## config.mk

```make
export PLATFORM = sky130hd
export DESIGN_NAME = bcd_serial_adder
export DESIGN_NICKNAME = d
export VERILOG_FILES = /design/src/rtl/bcd_serial_adder.sv
export SDC_FILE = /design/constraint.sdc
export NUM_CORES = 1
export LEC_CHECK = 0
export BUFFER_PORTS_ARGS = -buffer_cell sky130_fd_sc_hd__clkbuf_2
export CAP_MARGIN = 20
export CORE_ASPECT_RATIO = 1.4
export CORE_MARGIN = 4
export CORE_UTILIZATION = 60
export CTS_CLUSTER_DIAMETER = 150
export DETAILED_ROUTE_END_ITERATION = 8
export GPL_TIMING_DRIVEN = 0
export PLACE_DENSITY = 0.92
export SYNTH_ARGS = -nofsm -noshare
export SYNTH_HDL_FRONTEND = slang
export SYNTH_SLANG_ARGS = --single-unit
```

## constraint.sdc

```tcl
create_clock -name clk -period 4.3 [get_ports clk]
set_input_delay 0.43 -clock clk [delete_from_list [all_inputs] [get_ports clk]]
set_output_delay 0.43 -clock clk [all_outputs]
set_load 0.05 [all_outputs]
```

## src/rtl/bcd_serial_adder.sv

```systemverilog
// Digit-serial packed-BCD adder: one decimal digit per clock through a single corrected digit cell.
// Optional nines'-complement subtraction (port sub) when BCD_SERIAL_SUBTRACT_EN is defined.
module bcd_serial_adder #(
  parameter int unsigned DIGITS = 4
) (
  input  logic                clk,
  input  logic                rst_n,
  input  logic                start,
  input  logic [4*DIGITS-1:0] a,
  input  logic [4*DIGITS-1:0] b,
  input  logic                c_in,
`ifdef BCD_SERIAL_SUBTRACT_EN
  input  logic                sub,
`endif
  output logic                busy,
  output logic                done,
  output logic [4*DIGITS-1:0] sum,
  output logic                c_out,
  output logic                invalid
);

  localparam int unsigned W    = 4 * DIGITS;
  localparam int unsigned IDXW = (DIGITS > 1) ? $clog2(DIGITS) : 1;
  localparam logic [IDXW-1:0] LAST = IDXW'(DIGITS - 1);

  typedef enum logic [1:0] {
    IDLE = 2'd0,
    ADD  = 2'd1,
    DONE = 2'd2
  } state_e;

  state_e          state_q, state_d;
  logic [IDXW-1:0] idx_q, idx_d;
  logic [W-1:0]    a_q, a_d, b_q, b_d;
  logic [W-1:0]    work_q, work_d;
  logic            carry_q, carry_d;
  logic            inv_q, inv_d;
  logic            sub_q, sub_d;
  logic [W-1:0]    sum_q, sum_d;
  logic            cout_q, cout_d;
  logic            invalid_q, invalid_d;

  logic            sub_in;
  logic [3:0]      ad, bd, bd_eff, digit;
  logic [4:0]      t, t6;
  logic            carry_nx, inv_nx;
  logic [W+3:0]    work_cat;
  logic [W-1:0]    work_nx;

`ifdef BCD_SERIAL_SUBTRACT_EN
  assign sub_in = sub;
`else
  assign sub_in = 1'b0;
`endif

  // Operands shift right each digit, so the cell always reads the low nibble.
  always_comb begin
    ad       = a_q[3:0];
    bd       = b_q[3:0];
    bd_eff   = sub_q ? (4'd9 - bd) : bd;
    t        = {1'b0, ad} + {1'b0, bd_eff} + {4'b0, carry_q};
    t6       = t + 5'd6;
    carry_nx = (t > 5'd9);
    digit    = carry_nx ? t6[3:0] : t[3:0];
    inv_nx   = inv_q | (ad > 4'd9) | (bd > 4'd9);
    work_cat = {digit, work_q};
    work_nx  = work_cat[W+3:4];
  end

  always_comb begin
    state_d   = state_q;
    idx_d     = idx_q;
    a_d       = a_q;
    b_d       = b_q;
    work_d    = work_q;
    carry_d   = carry_q;
    inv_d     = inv_q;
    sub_d     = sub_q;
    sum_d     = sum_q;
    cout_d    = cout_q;
    invalid_d = invalid_q;
    case (state_q)
      IDLE: begin
        if (start) begin
          state_d = ADD;
          a_d     = a;
          b_d     = b;
          sub_d   = sub_in;
          carry_d = sub_in ? 1'b1 : c_in;
          idx_d   = '0;
          work_d  = '0;
          inv_d   = 1'b0;
        end
      end
      ADD: begin
        a_d     = a_q >> 4;
        b_d     = b_q >> 4;
        carry_d = carry_nx;
        work_d  = work_nx;
        inv_d   = inv_nx;
        idx_d   = idx_q + IDXW'(1);
        // Result registers load on the edge into DONE so done and sum appear together.
        if (idx_q == LAST) begin
          state_d   = DONE;
          sum_d     = work_nx;
          cout_d    = carry_nx;
          invalid_d = inv_nx;
        end
      end
      DONE:    state_d = IDLE;
      default: state_d = IDLE;
    endcase
  end

  always_ff @(posedge clk or negedge rst_n) begin
    if (!rst_n) begin
      state_q   <= IDLE;
      idx_q     <= '0;
      a_q       <= '0;
      b_q       <= '0;
      work_q    <= '0;
      carry_q   <= 1'b0;
      inv_q     <= 1'b0;
      sub_q     <= 1'b0;
      sum_q     <= '0;
      cout_q    <= 1'b0;
      invalid_q <= 1'b0;
    end else begin
      state_q   <= state_d;
      idx_q     <= idx_d;
      a_q       <= a_d;
      b_q       <= b_d;
      work_q    <= work_d;
      carry_q   <= carry_d;
      inv_q     <= inv_d;
      sub_q     <= sub_d;
      sum_q     <= sum_d;
      cout_q    <= cout_d;
      invalid_q <= invalid_d;
    end
  end

  assign busy    = (state_q != IDLE);
  assign done    = (state_q == DONE);
  assign sum     = sum_q;
  assign c_out   = cout_q;
  assign invalid = invalid_q;

endmodule
```

== Word level (Yosys, flattened, before mapping) ==
Index checks and enable logic that the tools add are counted.
Widths: inputs -> output; s select.

* Magnitude comparators: 3
* Muxes and demuxes: 16
* Add/sub/neg operators: 4
* Bitwise logic cells: 2
* Reductions and logical operators: 6
* Equal/unequal tests: 5

{| class="wikitable"
|+ Operators with widths
! operator !! count
|-
| $pmux 16 s2 || 3
|-
| $mux 16 || 3
|-
| $gt 4x4->1 const B || 2
|-
| $pmux 2 s2 || 2
|-
| $mux 2 || 3
|-
| $reduce_and 2->1 || 3
|-
| $add 4x4->5 || 1
|-
| $add 5x1->5 || 1
|-
| $gt 5x4->1 const B || 1
|-
| $add 4x3->4 const B || 1
|-
| $eq 2x2->1 const B || 2
|-
| $mux 4 || 1
|-
| $ne 2x2->1 const B || 2
|-
| $pmux 1 s2 || 2
|-
| $reduce_bool 2->1 || 2
|-
| $add 2x1->2 const B || 1
|-
| $eq 2x1->1 const B || 1
|-
| $logic_not 2->1 || 1
|-
| $mux 1 || 2
|-
| $or 1x1->1 || 2
|}

* Logic and storage cells: 46
* Bits in registers: 72
* Output and inout bits: 20
* Input bits: 36

== Depth between registers and ports, before layout ==
* Depth after elaboration: 5
* Depth in mapped cells: 8
* Mapped depth without buffers: 8

== Least setup slack after synthesis ==
OpenSTA, ideal clock, no wires.

* Kind: register to register
* From: reg a_q[0]
* To: reg sum_q[14], in the netlist sum[14]
* Setup slack: 1701 ps
* Period minus slack after synthesis: 2599 ps
* Data arrival time: 2523 ps
* Buffers on the path: 0
* Data required time: 4224 ps
* Cell stages (with the launch flop): 9
* Library setup time: 76 ps
* Cells stage by stage: dfrtp_1 -> fa_1 -> fa_1 -> xnor2_1 -> ha_1 -> nor2b_1 -> o41ai_4 -> mux2_1 -> o21ai_1

* Cells in the longest elaborated chain, start to end: 4
* Elaborated cells between the ends (all ways): 5
* Those cells by class: add/sub (3); order compare (1); mux (1)

{| class="wikitable"
|+ Ends and longest elaborated chain
! what !! line !! RTL
|-
| start: declaration || 34 || <nowiki>logic [W-1:0] a_q, a_d, b_q, b_d;</nowiki>
|-
| start signal: assignment || 119 || <nowiki>a_q <= '0;</nowiki>
|-
| start signal: assignment || 131 || <nowiki>a_q <= a_d;</nowiki>
|-
| $add 4x4->5 (*) || 61 || <nowiki>t = {1'b0, ad} + {1'b0, bd_eff} + {4'b0, carry_q};</nowiki>
|-
| $add 5x1->5 (*) || 61 ||
|-
| $add 4x3->4 / $gt 5x4->1 (equally long branches) || 62, 63 ||
|-
| $mux 4 (*) || 64 || <nowiki>digit = carry_nx ? t6[3:0] : t[3:0];</nowiki>
|-
| end signal: assignment || 137 || <nowiki>sum_q <= sum_d;</nowiki>
|-
| end: declaration || 39 || <nowiki>logic [W-1:0] sum_q, sum_d;</nowiki>
|}

Mark *: on every way between the ends. The rest lies on a longest branch, timed or not.
A chain may end at the register's enable or synchronous reset.

== Worst setup path after layout ==
* From: reg a_q[0]
* To: reg sum_q[13], in the netlist sum[13]

The elaborated chain is that of the path after synthesis.

==> out/qor.yml <==
yosys:
  syn_nets: 344
  synthSimpleGateAreaFrac: 0.115
  synth-compound-area-share: 0.227
  synth_top_area_cell: "dfrtp_1"
  synth-seq-cells: 68
  ys_seq_area_frac: 0.539
  syn-cell-area_um2: 3160
  synth_edf_count: 0
  ys.flop_type: "dfrtp_1"
  synth.top_cells.by_area: "dfrtp_1, o21ai_0, nor2b_1"
  ys_types: 30
  synth_top_family_by_area: "compound AO/OA/AOI/OAI gates"
  yosys_warnings: 0
  synth-xor-area-share: 0.00555
  muxShareOfSynthArea: 0.0499
  synthAdderAreaFrac: 0.0325
  async_flop_share: 1.00
  syn_avg_cell_area_um2: 10.5
  syn_inst: 301
  synth_top_area_share: 0.539
timing:
  hold_violations: 0
  drv_slew: 0
  worstMarginPinSlew_ps: 922
  hold_ws_ps: 229
  post-route-period-util: 0.674
  setup_viol: 0
  rsz0062_at_grt: "no"
  skew_ps: 8.29
  relSlewSlack: 0.385
  fin_tns_setup_ps: 0
  fmax_ghz: 0.345
  fin_crit_ps: 2900
routing:
  first_iter_violations: 199
  drt_wl_total_mm: 7.62
  drc_errors: 0
  wire_per_inst_um: 17.4
  dr.pass1.iters: 5
  num_vias: 2645
  viasPerCell: 6.04
  ant_nets: 0
clocking:
  cts_tree: "done"
  ctsLongestPathBuffers: 2
  clk_pin_slew_ps: 80
  clock-sinks: 68
  htree_num_levels: 3
  clock-root-buffer: "clkbuf_8"
  post_cts_buffers: 0
  ctsHoldBuffers: 0
  clk_latency_ps: 350
  cts-resized-gates: 0
  cts_made_buffers: 9
power_and_ir_drop:
  pwr-share-seq: 0.333
  p_comb_frac: 0.469
  power.share.clock: 0.198
  p_sw_mw: 1.40
  ir_drop_mv: 0.457
  power_density_nw_per_um2: 867
  swShare: 0.430
  p_int_mw: 1.86
  leakage_nw: 1.75
placed_design:
  post-dp-hpwl_mm: 5.22
  place_area_um2: 3520
  numPortBuffers: 55
  place.gp.congestion: 0.857
die:
  coreArea_um2: 5120
  die_height_um: 93.8
  initial_core_util: 0.617
  num_io_pins: 56
  rows: 31
  die_x_um: 69.3
  die_area_um2: 6500
global_route:
  grt_pass1_wl_mm: 12.7
  antenna_found_initial: 0
  grt_pass1_vias: 2674
  track_usage: 0.252
  grt_overflow: 0
  grt_max_degree: 69
hold_path:
  hold_path_class: "primary input to asynchronous set/reset pin"
setup_path:
  cp-start-kind: "flip-flop"
  worstSetupPathType: "flip-flop to flip-flop"
  endpoint_kind: "flip-flop"
  r2r_setup_slack_ps: 1400
  crit_arrival_ps: 3120
  cp_max_fo: 5
  crit_required_ps: 4520
final_layout:
  syn2layout_area_growth_pct: 19.3
  postLayoutCellArea_um2: 3770
  antenna_cells: 0
  drive_above_1_share: 0.237
  nets: 410
status:
  status: "finished clean"
job:
  maxCapViolations: 0
cell type report:
type	instances	area (um^2)
Fill cell	381	1350
Inverter	5	18.8
Tap cell	66	82.6
Multi-Input combinational cell	207	1360
Timing Repair Buffer	55	278
Clock buffer	10	138
Clock inverter	6	111
Sequential cell	68	1700
Buffer	21	78.8
metal layers:
metal / GRT usage / up-vias / share of wire
li1: - / 1210 / -
met4: 0.125 / 0 / 0.033
met3: 0.0589 / 24 / 0.062
met5: 0 / - / 0
met2: 0.438 / 113 / 0.52
met1: 0.290 / 1298 / 0.39
cells by family (layout without fill, tap and decap cells):
kind of cell / Yosys count / after routing
multiplexers: 14 / 14
XOR/XNOR: 2 / 2
AND/OR/NAND/NOR: 67 / 67
AO/OA/AOI/OAI: 117 / 117
adder cells (fa/ha/maj): 7 / 7
buffers and inverters: 26 / 97
flip-flops: 68 / 68
Yosys cell counts (all sizes together), types with 3 or more instances:
| cell type | instances |
|---|---|
| ha | 5 |
| o21ai | 44 |
| nor2b | 31 |
| a22oi | 22 |
| dfrtp | 68 |
| inv | 5 |
| a22o | 10 |
| a21oi | 33 |
| nand2 | 24 |
| mux2 | 14 |
| clkbuf | 20 |
| and3 | 3 |
state kept, by name (all words and copies together) (netlist names):
signal / cells
a_q: 16
b_q: 16
sum: 16
work_q: 12
idx_q: 2
state_q: 2
c_out: 1
carry_q: 1
inv_q: 1
invalid: 1
critical path, cell delays in order (launching register included):
cell	delay (ps)
dfrtp_1	420
fa_1	480
fa_1	420
xnor2_1	340
ha_1	260
nor2b_1	260
o41ai_4	130
xnor2_1	330
o21ai_1	120
worst paths after layout:
kind                               startpoint                  end  cells past startpoint
setup / recovery           a_q[0]$_DFFE_PN0P_  sum[13]$_DFFE_PN0P_                      8
hold / removal                          rst_n   a_q[1]$_DFFE_PN0P_                      1
setup reg to reg           a_q[0]$_DFFE_PN0P_  sum[13]$_DFFE_PN0P_                      8
hold reg to reg            b_q[6]$_DFFE_PN0P_   b_q[6]$_DFFE_PN0P_                      2
max in group asynchronous               rst_n   b_q[9]$_DFFE_PN0P_                      1
min in group clk                         a[1]   a_q[1]$_DFFE_PN0P_                      3
cell usage in the layout (no fill, tap or decap), types with 3 or more instances in the layout:
cell type and n:
clkbuf_8 10, o21ai_1 3, nor2b_1 31, clkbuf_1 20
mux2_2 13, o21ai_0 41, a21oi_1 33, clkbuf_2 54
a22o_1 10, bufinv_16 3, ha_1 5, nand2_1 24
a22oi_1 22, inv_1 5, dfrtp_1 68
metrics by stage:
step	cells	setup WS [ps]	power [mW]	utilization
2_1_floorplan	301	1700	2.20	-
3_3_place_gp	422	1530	2.52	0.687
3_5_place_dp	422	1440	2.60	0.687
4_1_cts	438	1430	3.26	0.736
5_1_grt	438	1280	3.47	0.736
6_report	438	1400	3.27	0.736
power by group through the flow:
| stage | clock (mW) | sequential, mW | combinational, mW |
|---|---|---|---|
| 3_5_place_dp | 0 | 1.09 | 1.51 |
| 3_3_place_gp | 0 | 1.07 | 1.44 |
| 2_1_floorplan | 0 | 1.29 | 0.908 |
| 4_1_cts | 0.652 | 1.09 | 1.53 |
| 6_report | 0.648 | 1.09 | 1.53 |
| 5_1_grt | 0.685 | 1.12 | 1.66 |
No activity file was read; power rests on OpenSTA's default activity.
